<file path="src/rtl/ex_mul_issue_if.sv">
// Issue/collect bus between ID/EX, the multiplier and EX/MEM.
interface ex_mul_issue_if #(
  parameter int unsigned OP_W = 8
);
  logic            flush;
  logic            in_valid;
  logic            in_ready;
  logic            in_is_mul;
  logic [OP_W-1:0] in_op;
  logic [31:0]     in_a;
  logic [31:0]     in_b;
  logic [31:0]     in_alu_res;
  logic [4:0]      in_dest;
  logic [31:0]     in_pc;
  logic [OP_W-1:0] mul_op;
  logic [31:0]     mul_a;
  logic [31:0]     mul_b;
  logic            mul_done;
  logic [31:0]     mul_res;
  logic            out_valid;
  logic            out_ready;
  logic [31:0]     out_res;
  logic [4:0]      out_dest;
  logic [31:0]     out_pc;
  logic            out_err;
  logic            busy;

  // Controller side
  modport slave (
    input  flush, in_valid, in_is_mul, in_op, in_a, in_b, in_alu_res, in_dest, in_pc,
    input  mul_done, mul_res, out_ready,
    output in_ready, mul_op, mul_a, mul_b, out_valid, out_res, out_dest, out_pc, out_err, busy
  );

  // Environment side (ID/EX, multiplier, EX/MEM)
  modport master (
    output flush, in_valid, in_is_mul, in_op, in_a, in_b, in_alu_res, in_dest, in_pc,
    output mul_done, mul_res, out_ready,
    input  in_ready, mul_op, mul_a, mul_b, out_valid, out_res, out_dest, out_pc, out_err, busy
  );
endinterface

</file>
<file path="src/rtl/ex_mul_issue.sv">
// EX-stage issue/collect controller in front of the multiplier unit.
// One instruction in flight; multiply ops wait for the unit's done pulse,
// other ops pass their ALU result straight to the output stage.
module ex_mul_issue #(
  parameter int unsigned LAT     = 2,
  parameter int unsigned TIMEOUT = 16,
  parameter int unsigned OP_W    = 8
) (
  input  logic            clk,
  input  logic            rst_n,
  ex_mul_issue_if.slave   bus
);

  localparam int unsigned CNT_W = $clog2(TIMEOUT + 1);

  typedef enum logic [1:0] {
    S_IDLE  = 2'd0,
    S_BUSY  = 2'd1,
    S_DRAIN = 2'd2,
    S_DONE  = 2'd3
  } state_t;

  state_t           r_state;
  logic [CNT_W-1:0] r_cnt;
  logic [OP_W-1:0]  r_op;
  logic [31:0]      r_a;
  logic [31:0]      r_b;
  logic [4:0]       r_dest;
  logic [31:0]      r_pc;
  logic [31:0]      r_res;
  logic             r_err;

  logic             w_accept;
  logic [CNT_W-1:0] w_cnt_inc;

  // Handshake and status decode from the state register
  assign bus.in_ready  = rst_n & (r_state == S_IDLE) & ~bus.flush;
  assign w_accept      = bus.in_valid & bus.in_ready;
  assign w_cnt_inc     = r_cnt + CNT_W'(1);
  assign bus.mul_op    = (r_state == S_BUSY) ? r_op : '0;
  assign bus.mul_a     = r_a;
  assign bus.mul_b     = r_b;
  assign bus.out_valid = (r_state == S_DONE);
  assign bus.out_res   = r_res;
  assign bus.out_dest  = r_dest;
  assign bus.out_pc    = r_pc;
  assign bus.out_err   = r_err;
  assign bus.busy      = (r_state != S_IDLE);

  // Controller FSM with operand/result capture; flush outranks every other event
  always_ff @(posedge clk) begin
    if (!rst_n) begin
      r_state <= S_IDLE;
      r_cnt   <= '0;
      r_op    <= '0;
      r_a     <= '0;
      r_b     <= '0;
      r_dest  <= '0;
      r_pc    <= '0;
      r_res   <= '0;
      r_err   <= 1'b0;
    end else begin
      case (r_state)
        S_IDLE: begin
          if (w_accept) begin
            r_op   <= bus.in_op;
            r_a    <= bus.in_a;
            r_b    <= bus.in_b;
            r_dest <= bus.in_dest;
            r_pc   <= bus.in_pc;
            r_cnt  <= '0;
            if (bus.in_is_mul) begin
              r_state <= S_BUSY;
            end else begin
              r_res   <= bus.in_alu_res;
              r_err   <= 1'b0;
              r_state <= S_DONE;
            end
          end
        end
        S_BUSY: begin
          if (bus.flush) begin
            r_cnt   <= '0;
            r_state <= S_DRAIN;
          end else if (bus.mul_done) begin
            r_res   <= bus.mul_res;
            r_err   <= 1'b0;
            r_state <= S_DONE;
          end else if (w_cnt_inc == CNT_W'(TIMEOUT)) begin
            r_res   <= '0;
            r_err   <= 1'b1;
            r_state <= S_DONE;
          end else begin
            r_cnt <= w_cnt_inc;
          end
        end
        // Wait out the unit's pipeline so its stale done pulse cannot alias a new op
        S_DRAIN: begin
          if (r_cnt == CNT_W'(LAT)) begin
            r_state <= S_IDLE;
          end else begin
            r_cnt <= w_cnt_inc;
          end
        end
        S_DONE: begin
          if (bus.flush || bus.out_ready) begin
            r_state <= S_IDLE;
          end
        end
        default: r_state <= S_IDLE;
      endcase
    end
  end

endmodule

</file>
<file path="src/flat_wrapper.sv">
// flat-port wrapper written by rule: the top's interface ports become plain ports
module ex_mul_issue_flat 
#(
  parameter int unsigned LAT     = 2,
  parameter int unsigned TIMEOUT = 16,
  parameter int unsigned OP_W    = 8
)
  (clk, rst_n, bus_flush, bus_in_valid, bus_in_is_mul, bus_in_op, bus_in_a, bus_in_b, bus_in_alu_res, bus_in_dest, bus_in_pc, bus_mul_done, bus_mul_res, bus_out_ready, bus_in_ready, bus_mul_op, bus_mul_a, bus_mul_b, bus_out_valid, bus_out_res, bus_out_dest, bus_out_pc, bus_out_err, bus_busy);
  ex_mul_issue_if #(.OP_W(OP_W)) bus_i ();
  input  logic clk;
  input  logic rst_n;
  input wire logic [$bits(bus_i.flush)-1:0] bus_flush;
  input wire logic [$bits(bus_i.in_valid)-1:0] bus_in_valid;
  input wire logic [$bits(bus_i.in_is_mul)-1:0] bus_in_is_mul;
  input wire logic [$bits(bus_i.in_op)-1:0] bus_in_op;
  input wire logic [$bits(bus_i.in_a)-1:0] bus_in_a;
  input wire logic [$bits(bus_i.in_b)-1:0] bus_in_b;
  input wire logic [$bits(bus_i.in_alu_res)-1:0] bus_in_alu_res;
  input wire logic [$bits(bus_i.in_dest)-1:0] bus_in_dest;
  input wire logic [$bits(bus_i.in_pc)-1:0] bus_in_pc;
  input wire logic [$bits(bus_i.mul_done)-1:0] bus_mul_done;
  input wire logic [$bits(bus_i.mul_res)-1:0] bus_mul_res;
  input wire logic [$bits(bus_i.out_ready)-1:0] bus_out_ready;
  output wire logic [$bits(bus_i.in_ready)-1:0] bus_in_ready;
  output wire logic [$bits(bus_i.mul_op)-1:0] bus_mul_op;
  output wire logic [$bits(bus_i.mul_a)-1:0] bus_mul_a;
  output wire logic [$bits(bus_i.mul_b)-1:0] bus_mul_b;
  output wire logic [$bits(bus_i.out_valid)-1:0] bus_out_valid;
  output wire logic [$bits(bus_i.out_res)-1:0] bus_out_res;
  output wire logic [$bits(bus_i.out_dest)-1:0] bus_out_dest;
  output wire logic [$bits(bus_i.out_pc)-1:0] bus_out_pc;
  output wire logic [$bits(bus_i.out_err)-1:0] bus_out_err;
  output wire logic [$bits(bus_i.busy)-1:0] bus_busy;
  assign bus_i.flush = bus_flush;
  assign bus_i.in_valid = bus_in_valid;
  assign bus_i.in_is_mul = bus_in_is_mul;
  assign bus_i.in_op = bus_in_op;
  assign bus_i.in_a = bus_in_a;
  assign bus_i.in_b = bus_in_b;
  assign bus_i.in_alu_res = bus_in_alu_res;
  assign bus_i.in_dest = bus_in_dest;
  assign bus_i.in_pc = bus_in_pc;
  assign bus_i.mul_done = bus_mul_done;
  assign bus_i.mul_res = bus_mul_res;
  assign bus_i.out_ready = bus_out_ready;
  assign bus_in_ready = bus_i.in_ready;
  assign bus_mul_op = bus_i.mul_op;
  assign bus_mul_a = bus_i.mul_a;
  assign bus_mul_b = bus_i.mul_b;
  assign bus_out_valid = bus_i.out_valid;
  assign bus_out_res = bus_i.out_res;
  assign bus_out_dest = bus_i.out_dest;
  assign bus_out_pc = bus_i.out_pc;
  assign bus_out_err = bus_i.out_err;
  assign bus_busy = bus_i.busy;
  ex_mul_issue #(.LAT(LAT), .TIMEOUT(TIMEOUT), .OP_W(OP_W)) u_core (.clk(clk), .rst_n(rst_n), .bus(bus_i));
endmodule
</file>
<file path="config.mk">
export PLATFORM = sky130hd
export DESIGN_NAME = ex_mul_issue_flat
export DESIGN_NICKNAME = d
export VERILOG_FILES = /design/src/rtl/ex_mul_issue_if.sv /design/src/rtl/ex_mul_issue.sv /design/src/flat_wrapper.sv
export SDC_FILE = /design/constraint.sdc
export NUM_CORES = 1
export LEC_CHECK = 0
export ABC_AREA = 1
export BUFFER_PORTS_ARGS = -buffer_cell sky130_fd_sc_hd__buf_4
export CAP_MARGIN = 10
export CELL_PAD_IN_SITES_DETAIL_PLACEMENT = 0
export CELL_PAD_IN_SITES_GLOBAL_PLACEMENT = 1
export CORE_MARGIN = 2
export CORE_UTILIZATION = 33
export CTS_CLUSTER_SIZE = 16
export DETAILED_ROUTE_END_ITERATION = 16
export PLACE_DENSITY_LB_ADDON = 0.2
export SYNTH_ARGS = -nofsm -noshare
export SYNTH_HDL_FRONTEND = slang
export SYNTH_SLANG_ARGS = --single-unit
</file>
<file path="constraint.sdc">
create_clock -name clk -period 5.3 [get_ports clk]
set_input_delay 1.06 -clock clk [delete_from_list [all_inputs] [get_ports clk]]
set_output_delay 1.06 -clock clk [all_outputs]
set_load 0.02 [all_outputs]
</file>
Yosys cells after proc, flatten, opt, wreduce, memory -nomap -nowiden. Cells that the tools add are included.

Input port bits: 180. Flip-flop bits (word level): 149. Word-level logic and storage cells: 65. Output and inout bits: 145.

Bitwise operators: 4. $add $sub $neg: 1. Muxes and demuxes: 27. Reductions and logical operators: 9. Equal/unequal tests: 15.

Operator list (count): $mux 32 (5); $pmux 32 s2 (1); $mux 5 (5); $pmux 5 s3 (1); $mux 2 (7); $reduce_and 5->1 (2); $ne 3x3->1 const B (3); $mux 8 (1); $pmux 2 s4 (1); $ne 2x1->1 const B (3); $ne 2x2->1 const B (3); $add 5x1->5 const B (1); $eq 5x2->1 const B (1); $eq 5x5->1 const B (1); $mux 1 (5); $eq 2x2->1 const B (2); $ne 4x4->1 const B (1); $reduce_and 4->1 (1); $reduce_bool 2->1 (2); $and 1x1->1 (3); $reduce_bool 3->1 (1); $eq 2x1->1 const B (1); $logic_not 2->1 (1); $pmux 1 s2 (1); other kinds (3) (3).

Logic depth before layout (Yosys ltp). Gate-level depths: netlist (run 1).

Word-level depth: 6. Mapped depth: 12. Gate-level depth less buffers: 12.

Worst setup path before layout (run 1). Ideal clock, no wire load.

Kind: input to output. Start: input port bus_flush. End: output port bus_in_ready. Buffers on the path: 1. Required time: 4.240 ns. Cell stages on the path: 2. Data arrival time: 1.657 ns. Path slack: 2.583 ns. Cell sequence: nor3_4 > clkbuf_1.

Cells in the longest elaborated chain, start to end: 2.

Ends and longest elaborated chain: from (decl) (line flat_wrapper.sv:12) `input wire logic [$bits(bus_i.flush)-1:0] bus_flush;`; $not 1->1 (line ex_mul_issue.sv:37) `assign bus.in_ready = rst_n & (r_state == S_IDLE) & ~bus.flush;`; $and 1x1->1 (line ex_mul_issue.sv:37); to (decl) (line flat_wrapper.sv:24) `output wire logic [$bits(bus_i.in_ready)-1:0] bus_in_ready;`.

Every way passes these cells.

Final worst setup path (run 1).
Start: register u_core.r_state[1]. End: register u_core.r_res[27] (netlist: u_core.bus.out_res[27]).

Cells in the longest elaborated chain, start to end: 6. Elaborated cells between the ends (all ways): 12.

Ends and longest elaborated chain: from (decl) (line ex_mul_issue.sv:23) `state_t r_state;`; from (signal assigned) (line ex_mul_issue.sv:53) `r_state <= S_IDLE;`; from (signal assigned) (line ex_mul_issue.sv:73) `r_state <= S_BUSY;`; from (signal assigned) (line ex_mul_issue.sv:77) `r_state <= S_DONE;`; $logic_not 2->1 (line ex_mul_issue.sv:37, ex_mul_issue.sv:63); $and 1x1->1 (2 in series) (line ex_mul_issue.sv:37); $and 1x1->1 (line ex_mul_issue.sv:38) `assign w_accept = bus.in_valid & bus.in_ready;`; $ne 2x1->1 (no source line); $reduce_and 5->1 (no source line); to (signal assigned) (line ex_mul_issue.sv:75) `r_res <= bus.in_alu_res;`; to (signal assigned) (line ex_mul_issue.sv:86) `r_res <= bus.mul_res;`; to (decl) (line ex_mul_issue.sv:30) `logic [31:0] r_res;`.

Several ways; a longest one is shown, not always the timed one. A chain may end at the register's enable or synchronous reset.

==> flow_summary.toml, run 1 <==
[yosys]
yosysUniqueCellTypes = 23
synth_edf_count = 0
synthArstFlopShare_pct = 0
synth.area.top_cells = "dfxtp_1 (48%), nand2_1 (13%), nand3_1 (12%)"
ys_warn_count = 0
synth_compound_area_share_pct = 12.57
syn-cell-area_um2 = 6153
netlist_instances = 855
yosys.area_share.simple_pct = 30.99
synthDominantCellAreaShare_pct = 48.47
yosys.area_share.xor_xnor_pct = 0
synth_ff_type = "dfxtp_1"
ys_seq_area_share_pct = 48.47
synth_top_family_by_area = "simple AND/OR/NAND/NOR gates"
synth_nets = 1043
yosys-mux-area-fraction_pct = 0
synth_top_cell_by_area = "dfxtp_1"
syn_area_per_cell_um2 = 7.197
synthAdderAreaFrac_pct = 1.627
ys_ff_latch = 149

[clock_network]
cts-root-buf = "clkbuf_16"
clk_pin_slew_ps = 60
cts_buffer_depth = 2
cts.sinks = 149
cts_resized = 0
clk_latency_ps = 420
h-tree-depth = 4
numCtsBuffers = 17
cts_tree = "done"
post_cts_buffers = 0
ctsHoldBuffers = 0

[sta]
setup_violations = 0
final_max_slew_viol_count = 0
setup_tns_ps = 0
hold_viol_final = 0
worst_slew_pin_slew_ps = 1054
finalClockSkew_ps = 10.09
max_freq_mhz = 297.1
finalCriticalPeriod_ps = 3366
relSlewSlack_pct = 29.76
rsz0062_at_grt = "false"
fin_crit_sh_pct = 63.51
whs_ps = 460.0

[grt]
grt_pass1_wl_um = 32380
grt_max_degree = 90
grt_overflow = 0
grt_pass1_vias = 6150
track_usage_pct = 20.56
antenna_found_initial = 0

[worst_setup_path]
startpoint_type = "flop"
crit_type = "reg2reg"
arrival_ps = 3680
cp_max_fo = 44
worst_setup_path_end_kind = "flop"
critical_path_required_ps = 5610

[outcome]
outcome = "finished, final reports clean"

[job]
maxCapViolCount = 0

[die]
die_y_um = 140.6
coreArea_um2 = 18150
row_count = 49
io_pins = 325
dieArea_um2 = 19750
start_util_pct = 33.91
die_x_um = 140.6

[placement]
hpwlAfterDp_um = 14690
place_area_um2 = 8638
port_buffers = 324
gp_congestion = 0.8184

[cells_and_area]
num-nets-final = 1323
area_delta_synth_final_pct = 49.47
layout_common_cells = "buf_4 (331), nand2_1 (209), nand3_1 (152)"
final_common_cell = "buf_4"
postLayoutCellArea_um2 = 9198
drive_gt1_share_pct = 32.32
diodes = 0

[drt]
drtAntennaViolNets = 0
wl_per_cell_um = 15.14
drc = 0
routed_wl_um = 20840
drtIter0Drc = 351
drtPass1Iterations = 4
vias = 6590
avgViaCountPerCell = 4.786

[power_and_ir_drop]
ir_drop_mv = 0.2287
power-per-cell-area_nw_per_um2 = 433.6
design_power_total_uw = 3989
p_leak_uw = 0.004173

[hold_path]
worstHoldPathType = "reg2reg"
## stage by stage
step                utilization, %  std cells  setup WS [ps]
finish                       50.68       1377           1934
global route                 50.68       1377           1456
CTS                          50.68       1377           1883
detailed placement           47.60       1345           1894
global placement             47.60       1345           1862
floorplan                        -        855           2583
## cell usage after synthesis (3+ instances only)
cell type  instances
nand2_1          210
nand3_1          152
dfxtp_1          149
a21oi_1          117
nor2_1            81
clkbuf_1          47
inv_1             22
o21ai_0           21
buf_2             18
o21ai_1           12
ha_1               8
nand4_1            3
## cell families (layout without fill, tap and decap cells)
| kind of cell | Yosys count | count (layout) |
|---|---|---|
| adder cells (fa/ha/maj) | 8 | 8 |
| AND/OR/NAND/NOR | 450 | 450 |
| AO/OA/AOI/OAI | 153 | 153 |
| flip-flops | 149 | 149 |
| buffers and inverters | 95 | 388 |
## critical path, cell delays in order, from the launching register on
cell	delay (ps)
dfxtp_1	340
inv_1	100
ha_1	140
buf_4	380
inv_1	560
nor2_1	290
nand2_1	90
nand2_2	440
clkinv_2	560
nor2_1	230
nor2_1	60
## power breakdown
group,leakage [uW],internal [uW],switching [uW],total [uW]
Sequential,0.00121,1300,115,1420
Combinational,0.00269,539,897,1440
Clock,0.000267,624,512,1140
Total,0.00417,2460,1520,3990
## sequential cells by signal, summed over array words and instances, names as in the netlist
| register | count |
|---|---|
| u_core.r_op | 8 |
| u_core.bus.mul_a | 32 |
| u_core.bus.out_res | 32 |
| u_core.bus.out_err | 1 |
| u_core.r_state | 2 |
| u_core.bus.out_dest | 5 |
| u_core.r_cnt | 5 |
| u_core.bus.out_pc | 32 |
| u_core.bus.mul_b | 32 |
## routing by layer
| metal | GRT usage, % | routed length (um) | part of all wire, % |
|---|---|---|---|
| met1 | 24.86 | 8582 | 41 |
| met2 | 34.73 | 10150 | 49 |
| met3 | 6.291 | 1733 | 8.3 |
| met4 | 7.263 | 377 | 1.8 |
| met5 | 0 | 0 | 0 |
## final cells by class
type	instances	area [um2]
Fill cell	1834	8950
Multi-Input combinational cell	611	2788
Sequential cell	149	2983
Tap cell	229	286.5
Clock inverter	14	120.1
Inverter	25	96.34
Clock buffer	18	439.2
Timing Repair Buffer	331	2485
## final timing paths
path	from	end	slack (ps)	depth (start not counted)
min	u_core.bus.mul_b[26]	u_core.bus.mul_b[26]	460	2
min reg2reg	u_core.bus.mul_b[26]	u_core.bus.mul_b[26]	460	2
max reg2reg	u_core.r_state[1]	u_core.bus.out_res[27]	1930	10
max	u_core.r_state[1]	u_core.bus.out_res[27]	1930	10
No activity file was read; power rests on OpenSTA's default activity.
==> run 2: changes to the inputs <==
--- a/config.mk
+++ b/config.mk
@@ -11,7 +11,7 @@
 export CELL_PAD_IN_SITES_DETAIL_PLACEMENT = 0
 export CELL_PAD_IN_SITES_GLOBAL_PLACEMENT = 1
 export CORE_MARGIN = 2
-export CORE_UTILIZATION = 33
+export CORE_UTILIZATION = 30
 export CTS_CLUSTER_SIZE = 16
 export DETAILED_ROUTE_END_ITERATION = 16
 export PLACE_DENSITY_LB_ADDON = 0.2
==> constraint.sdc (replaced) <==
create_clock -name clk -period 3.1 [get_ports clk]
set_input_delay 0.62 -clock clk [delete_from_list [all_inputs] [get_ports clk]]
set_output_delay 0.62 -clock clk [all_outputs]
set_load 0.02 [all_outputs]
==> run 2 against run 1 <==
Clock-buffer cell count did not move; setup slack got worse by 1500 ps; sequential power rose by 70%; register-to-register slack worse by 990 ps; clock skew shrank 1.9 ps; critical path type is now reg2out; critical endpoint is now bus_in_ready; largest power group unchanged.
==> flow_summary.toml, run 2 (synthesis results as in run 1) <==
[outcome]
outcome = "finished, final reports clean"

[clock_network]
cts-root-buf = "clkbuf_16"
cts.sinks = 149
clk_latency_ps = 420
clk_pin_slew_ps = 60
cts_resized = 0
ctsHoldBuffers = 0
h-tree-depth = 4
numCtsBuffers = 17
post_cts_buffers = 0
cts_tree = "done"
cts_buffer_depth = 2

[worst_setup_path]
crit_cells = 6
crit_family = "buffers and inverters"
arrival_ps = 2050
critical_path_required_ps = 2480
cpPeakStageDelay_ps = 380
path_buf_inv = 4
critPathSlowestCell = "buf_12"
rr_worst_depth = 10
path_cells = "inv_1 -> ha_1 -> inv_2 -> nor3_4 -> buf_12 -> buf_4"
crit_type = "reg2out"
cp_max_fo = 97
worst_setup_path_end_kind = "primary output"
startpoint_type = "flop"

[drt]
vias = 6548
drc = 0
wl_met2_um = 10310
avgViaCountPerCell = 4.605
m1WireLength_um = 8985
drtAntennaViolNets = 0
met3_length_um = 1806
wl_per_cell_um = 15.16
maxUsedRoutingLayer = "met4"
routed_wl_um = 21560
drtPass1Iterations = 4
drtIter0Drc = 261

[power_and_ir_drop]
p_int_uw = 4463
power-per-cell-area_nw_per_um2 = 752.4
p_leak_uw = 0.004232
ir_drop_mv = 0.4449
swShare_pct = 36.77
switchingPower_uw = 2595
combPwrFrac_pct = 35.5
seq_power_share_pct = 34.2
power_frac_clock_pct = 30.3

[sta]
worst_slew_pin_slew_ps = 823.2
fin_crit_sh_pct = 86.03
hold_viol_final = 0
max_freq_mhz = 375.0
finalClockSkew_ps = 8.196
relSlewSlack_pct = 45.12
setup_violations = 0
rsz0062_at_grt = "false"
final_max_slew_viol_count = 0
setup_tns_ps = 0
finalCriticalPeriod_ps = 2667
fin_ws_ps = 433.0

[die]
start_util_pct = 30.51
row_count = 52
io_pins = 325
die_x_um = 147.2
dieArea_um2 = 21670
die_y_um = 147.2
coreArea_um2 = 20170

[placement]
place_ws_ps = 759.5
place_area_um2 = 8780
hpwlAfterDp_um = 14930
gp_congestion = 0.7503
port_buffers = 324

[hold_path]
worstHoldPathType = "reg2reg"
hold_depth = 2

[cells_and_area]
diodes = 0
num-nets-final = 1328
area_delta_synth_final_pct = 52.46
fill_cells = 2157
postLayoutCellArea_um2 = 9382
final_common_cell = "buf_4"
drive_gt1_share_pct = 32.55
layout_common_cells = "buf_4 (332), nand2_1 (209), nand3_1 (152)"

[grt]
grt_pass1_vias = 6172
antenna_found_initial = 0
grt_max_degree = 110
track_usage_pct = 19.20
grt_pass1_wl_um = 33140
grt_overflow = 0

[job]
maxCapViolCount = 0
-- run 2: changes by cell type in the layout (fill, tap and decap cells not counted) --
| cell | change |
|---|---|
| ha_2 | +1 |
| clkbuf_8 | -1 |
| buf_12 | +4 |
| clkinv_4 | -3 |
| bufinv_16 | +3 |
| inv_8 | -1 |
| buf_4 | +1 |
| ha_1 | -1 |
| clkbuf_1 | +1 |
-- run 2: power groups by stage --
| stage | Sequential [uW] | Combinational [uW] | Clock (uW) |
|---|---|---|---|
| finish | 2410 | 2510 | 2140 |
| global route | 2460 | 2810 | 2280 |
| CTS | 2410 | 2550 | 2210 |
| detailed placement | 2450 | 2550 | 0 |
| global placement | 2440 | 2550 | 0 |
| floorplan | 2740 | 1280 | 0 |
-- run 2: layer usage --
layer	vias up	track usage [%]
met3	26	6.429
met5	-	0
met1	2895	22.92
met4	0	6.779
li1	3382	-
met2	245	32.29
-- run 2: path summary, 6_finish.rpt --
check                                          from                endpoint  slack, ps
worst max register to register    u_core.r_state[0]  u_core.bus.out_res[11]        940
worst min-delay path            u_core.bus.mul_b[7]     u_core.bus.mul_b[7]        460
worst max-delay path              u_core.r_state[0]            bus_in_ready        430
worst min register to register  u_core.bus.mul_b[7]     u_core.bus.mul_b[7]        460
-- run 2: final cells by class --
type	count	area (um2)	share of cell area (%)
Tap cell	270	337.8	3.601
Inverter	25	96.34	1.027
Clock buffer	18	429.2	4.575
Multi-Input combinational cell	611	2790	29.74
Timing Repair Buffer	336	2572	27.42
Clock inverter	13	172.7	1.840
Sequential cell	149	2983	31.80
-- run 2: metrics by stage --
stage          cells  utilization [%]  total power (uW)  hold slack, ps
3_3_place_gp    1391            43.53              4991           449.2
6_report        1422            46.51              7058           459.8
5_1_grt         1422            46.51              7547           465.4
2_1_floorplan    855                -              4015           440.3
3_5_place_dp    1391            43.53              4999           451.3
4_1_cts         1422            46.51              7175           453.3
-- run 2: tightest hold or removal path, stage by stage, from the launching register on --
cell	delay [ps]
dfxtp_1	310
nand2_1	60
a21oi_1	50
==> run 3: changes to the inputs <==
--- a/config.mk
+++ b/config.mk
@@ -14,7 +14,8 @@
 export CORE_UTILIZATION = 30
 export CTS_CLUSTER_SIZE = 16
 export DETAILED_ROUTE_END_ITERATION = 16
-export PLACE_DENSITY_LB_ADDON = 0.2
+export PLACE_DENSITY = 0.88
+export SETUP_SLACK_MARGIN = 0.15
 export SYNTH_ARGS = -nofsm -noshare
 export SYNTH_HDL_FRONTEND = slang
 export SYNTH_SLANG_ARGS = --single-unit
==> run 3 against run 2 <==
Die area did not move; setup slack improved by 62 ps; critical path depth did not move; clock skew rose by 1.3 ps; combinational power fell by 2%; routed wire length fell by 6.7%; largest cell class unchanged.
==> flow_summary.toml, run 3 (synthesis results as in run 1) <==
[sta]
finalCriticalPeriod_ps = 2605
relSlewSlack_pct = 52.69
hold_viol_final = 0
setup_tns_ps = 0
setup_violations = 0
max_freq_mhz = 383.8
worst_slew_pin_slew_ps = 709.6
fin_crit_sh_pct = 84.04
finalClockSkew_ps = 9.517
rsz0062_at_grt = "false"
fin_ws_ps = 494.7
final_max_slew_viol_count = 0

[die]
coreArea_um2 = 20170
die_y_um = 147.2
io_pins = 325
start_util_pct = 30.51
row_count = 52
die_x_um = 147.2
dieArea_um2 = 21670

[grt]
grt_pass1_wl_um = 31040
antenna_found_initial = 0
grt_max_degree = 111
grt_pass1_vias = 5990
track_usage_pct = 17.73
grt_overflow = 0

[clock_network]
clk_pin_slew_ps = 70
cts_buffer_depth = 2
cts_resized = 0
cts.sinks = 149
ctsHoldBuffers = 0
h-tree-depth = 4
numCtsBuffers = 17
cts_tree = "done"
cts-root-buf = "clkbuf_16"
clk_latency_ps = 420
post_cts_buffers = 0

[power_and_ir_drop]
p_leak_uw = 0.004216
power-per-cell-area_nw_per_um2 = 748.4
ir_drop_mv = 0.3826
design_power_total_uw = 6994

[cells_and_area]
final_util_pct = 46.33
diodes = 0
layout_common_cells = "buf_4 (331), nand2_1 (209), nand3_1 (152)"
postLayoutCellArea_um2 = 9345
drive_gt1_share_pct = 32.41
num-nets-final = 1326
area_delta_synth_final_pct = 51.87
final_common_cell = "buf_4"

[worst_setup_path]
reg2reg_slack_ps = 790
rr_worst_depth = 10
reg2reg_to = "u_core.bus.out_err"
path_cells = "inv_1 -> ha_1 -> buf_4 -> nand2_1 -> inv_1 -> buf_4"
critPathSlowestCell = "buf_4"
arrival_ps = 1990
critical_path_required_ps = 2480
rr_startpoint = "u_core.r_state[1]"
setup.worst_path.start = "u_core.r_state[1]"
cp_max_fo = 34
cpPeakStageDelay_ps = 400
worst_setup_path_end_kind = "primary output"
startpoint_type = "flop"
crit_type = "reg2out"
cp-endpoint = "bus_mul_op[2]"

[drt]
wl_per_cell_um = 14.16
drc = 0
drtAntennaViolNets = 0
routed_wl_um = 20130
avgViaCountPerCell = 4.648
vias = 6605
drtPass1Iterations = 4
drtIter0Drc = 269

[placement]
hpwlAfterDp_um = 14070
place_area_um2 = 8750
place_ws_ps = 788.6
gp_congestion = 0.7892
port_buffers = 324

[job]
maxCapViolCount = 0

[hold_path]
worstHoldPathType = "reg2reg"

[outcome]
outcome = "finished, final reports clean"
==> run 3: changes by cell type in the layout (fill, tap and decap cells not counted) <==
cell / change
ha_1: +1
inv_6: +2
bufinv_16: -1
buf_12: -1
ha_2: -1
clkinv_2: -1
buf_4: -1
inv_8: +1
==> run 3: layout make-up <==
| class | count | area [um2] |
|---|---|---|
| fillers | 2088 | 10820 |
| flip-flops and latches | 149 | 2983 |
| clock inverters | 14 | 166.4 |
| well taps | 270 | 337.8 |
| clock buffers | 18 | 429.2 |
| inverters | 25 | 96.34 |
| multi-input cells | 611 | 2788 |
| repair buffers | 334 | 2545 |
==> run 3: metrics by stage <==
step / cells / hold WS, ps
final: 1421 / 459.7
after global routing: 1421 / 447.6
after CTS: 1421 / 449.9
after detailed placement: 1389 / 453.4
after global placement: 1389 / 448.8
after floorplan: 855 / 440.3
==> run 3: worst min-delay path by stage <==
stage / cells past startpoint / slack (ps) / from / to
floorplan: 2 / 440 / u_core.r_op[7] / u_core.r_op[7]
global placement: 2 / 450 / u_core.bus.mul_b[19] / u_core.bus.mul_b[19]
detailed placement: 2 / 450 / u_core.bus.mul_b[27] / u_core.bus.mul_b[27]
CTS: 3 / 450 / bus_in_b[16] / u_core.bus.mul_b[16]
global route: 3 / 450 / bus_in_a[5] / u_core.bus.mul_a[5]
finish: 2 / 460 / u_core.bus.mul_a[25] / u_core.bus.mul_a[25]
==> run 3: report_power, final <==
part / switching, uW / internal, uW
registers: 192 / 2230
logic: 1520 / 952
clock network: 890 / 1210
==> run 3: per-layer routing <==
metal | routed length, um | track usage (%) | vias to the layer above
met3 | 1799 | 6.087 | 18
met1 | 8633 | 22.61 | 2934
li1 | - | - | 3383
met2 | 9411 | 28.53 | 270
met4 | 280 | 5.096 | 0
met5 | 0 | 0 | -
==> run 3: critical path: cells and delay by family (launching register included) <==
family                   cells  cell delay [ps]
AND/OR/NAND/NOR              1               90
adder cells (fa/ha/maj)      1              390
buffers and inverters        4              730
flip-flops                   1              340
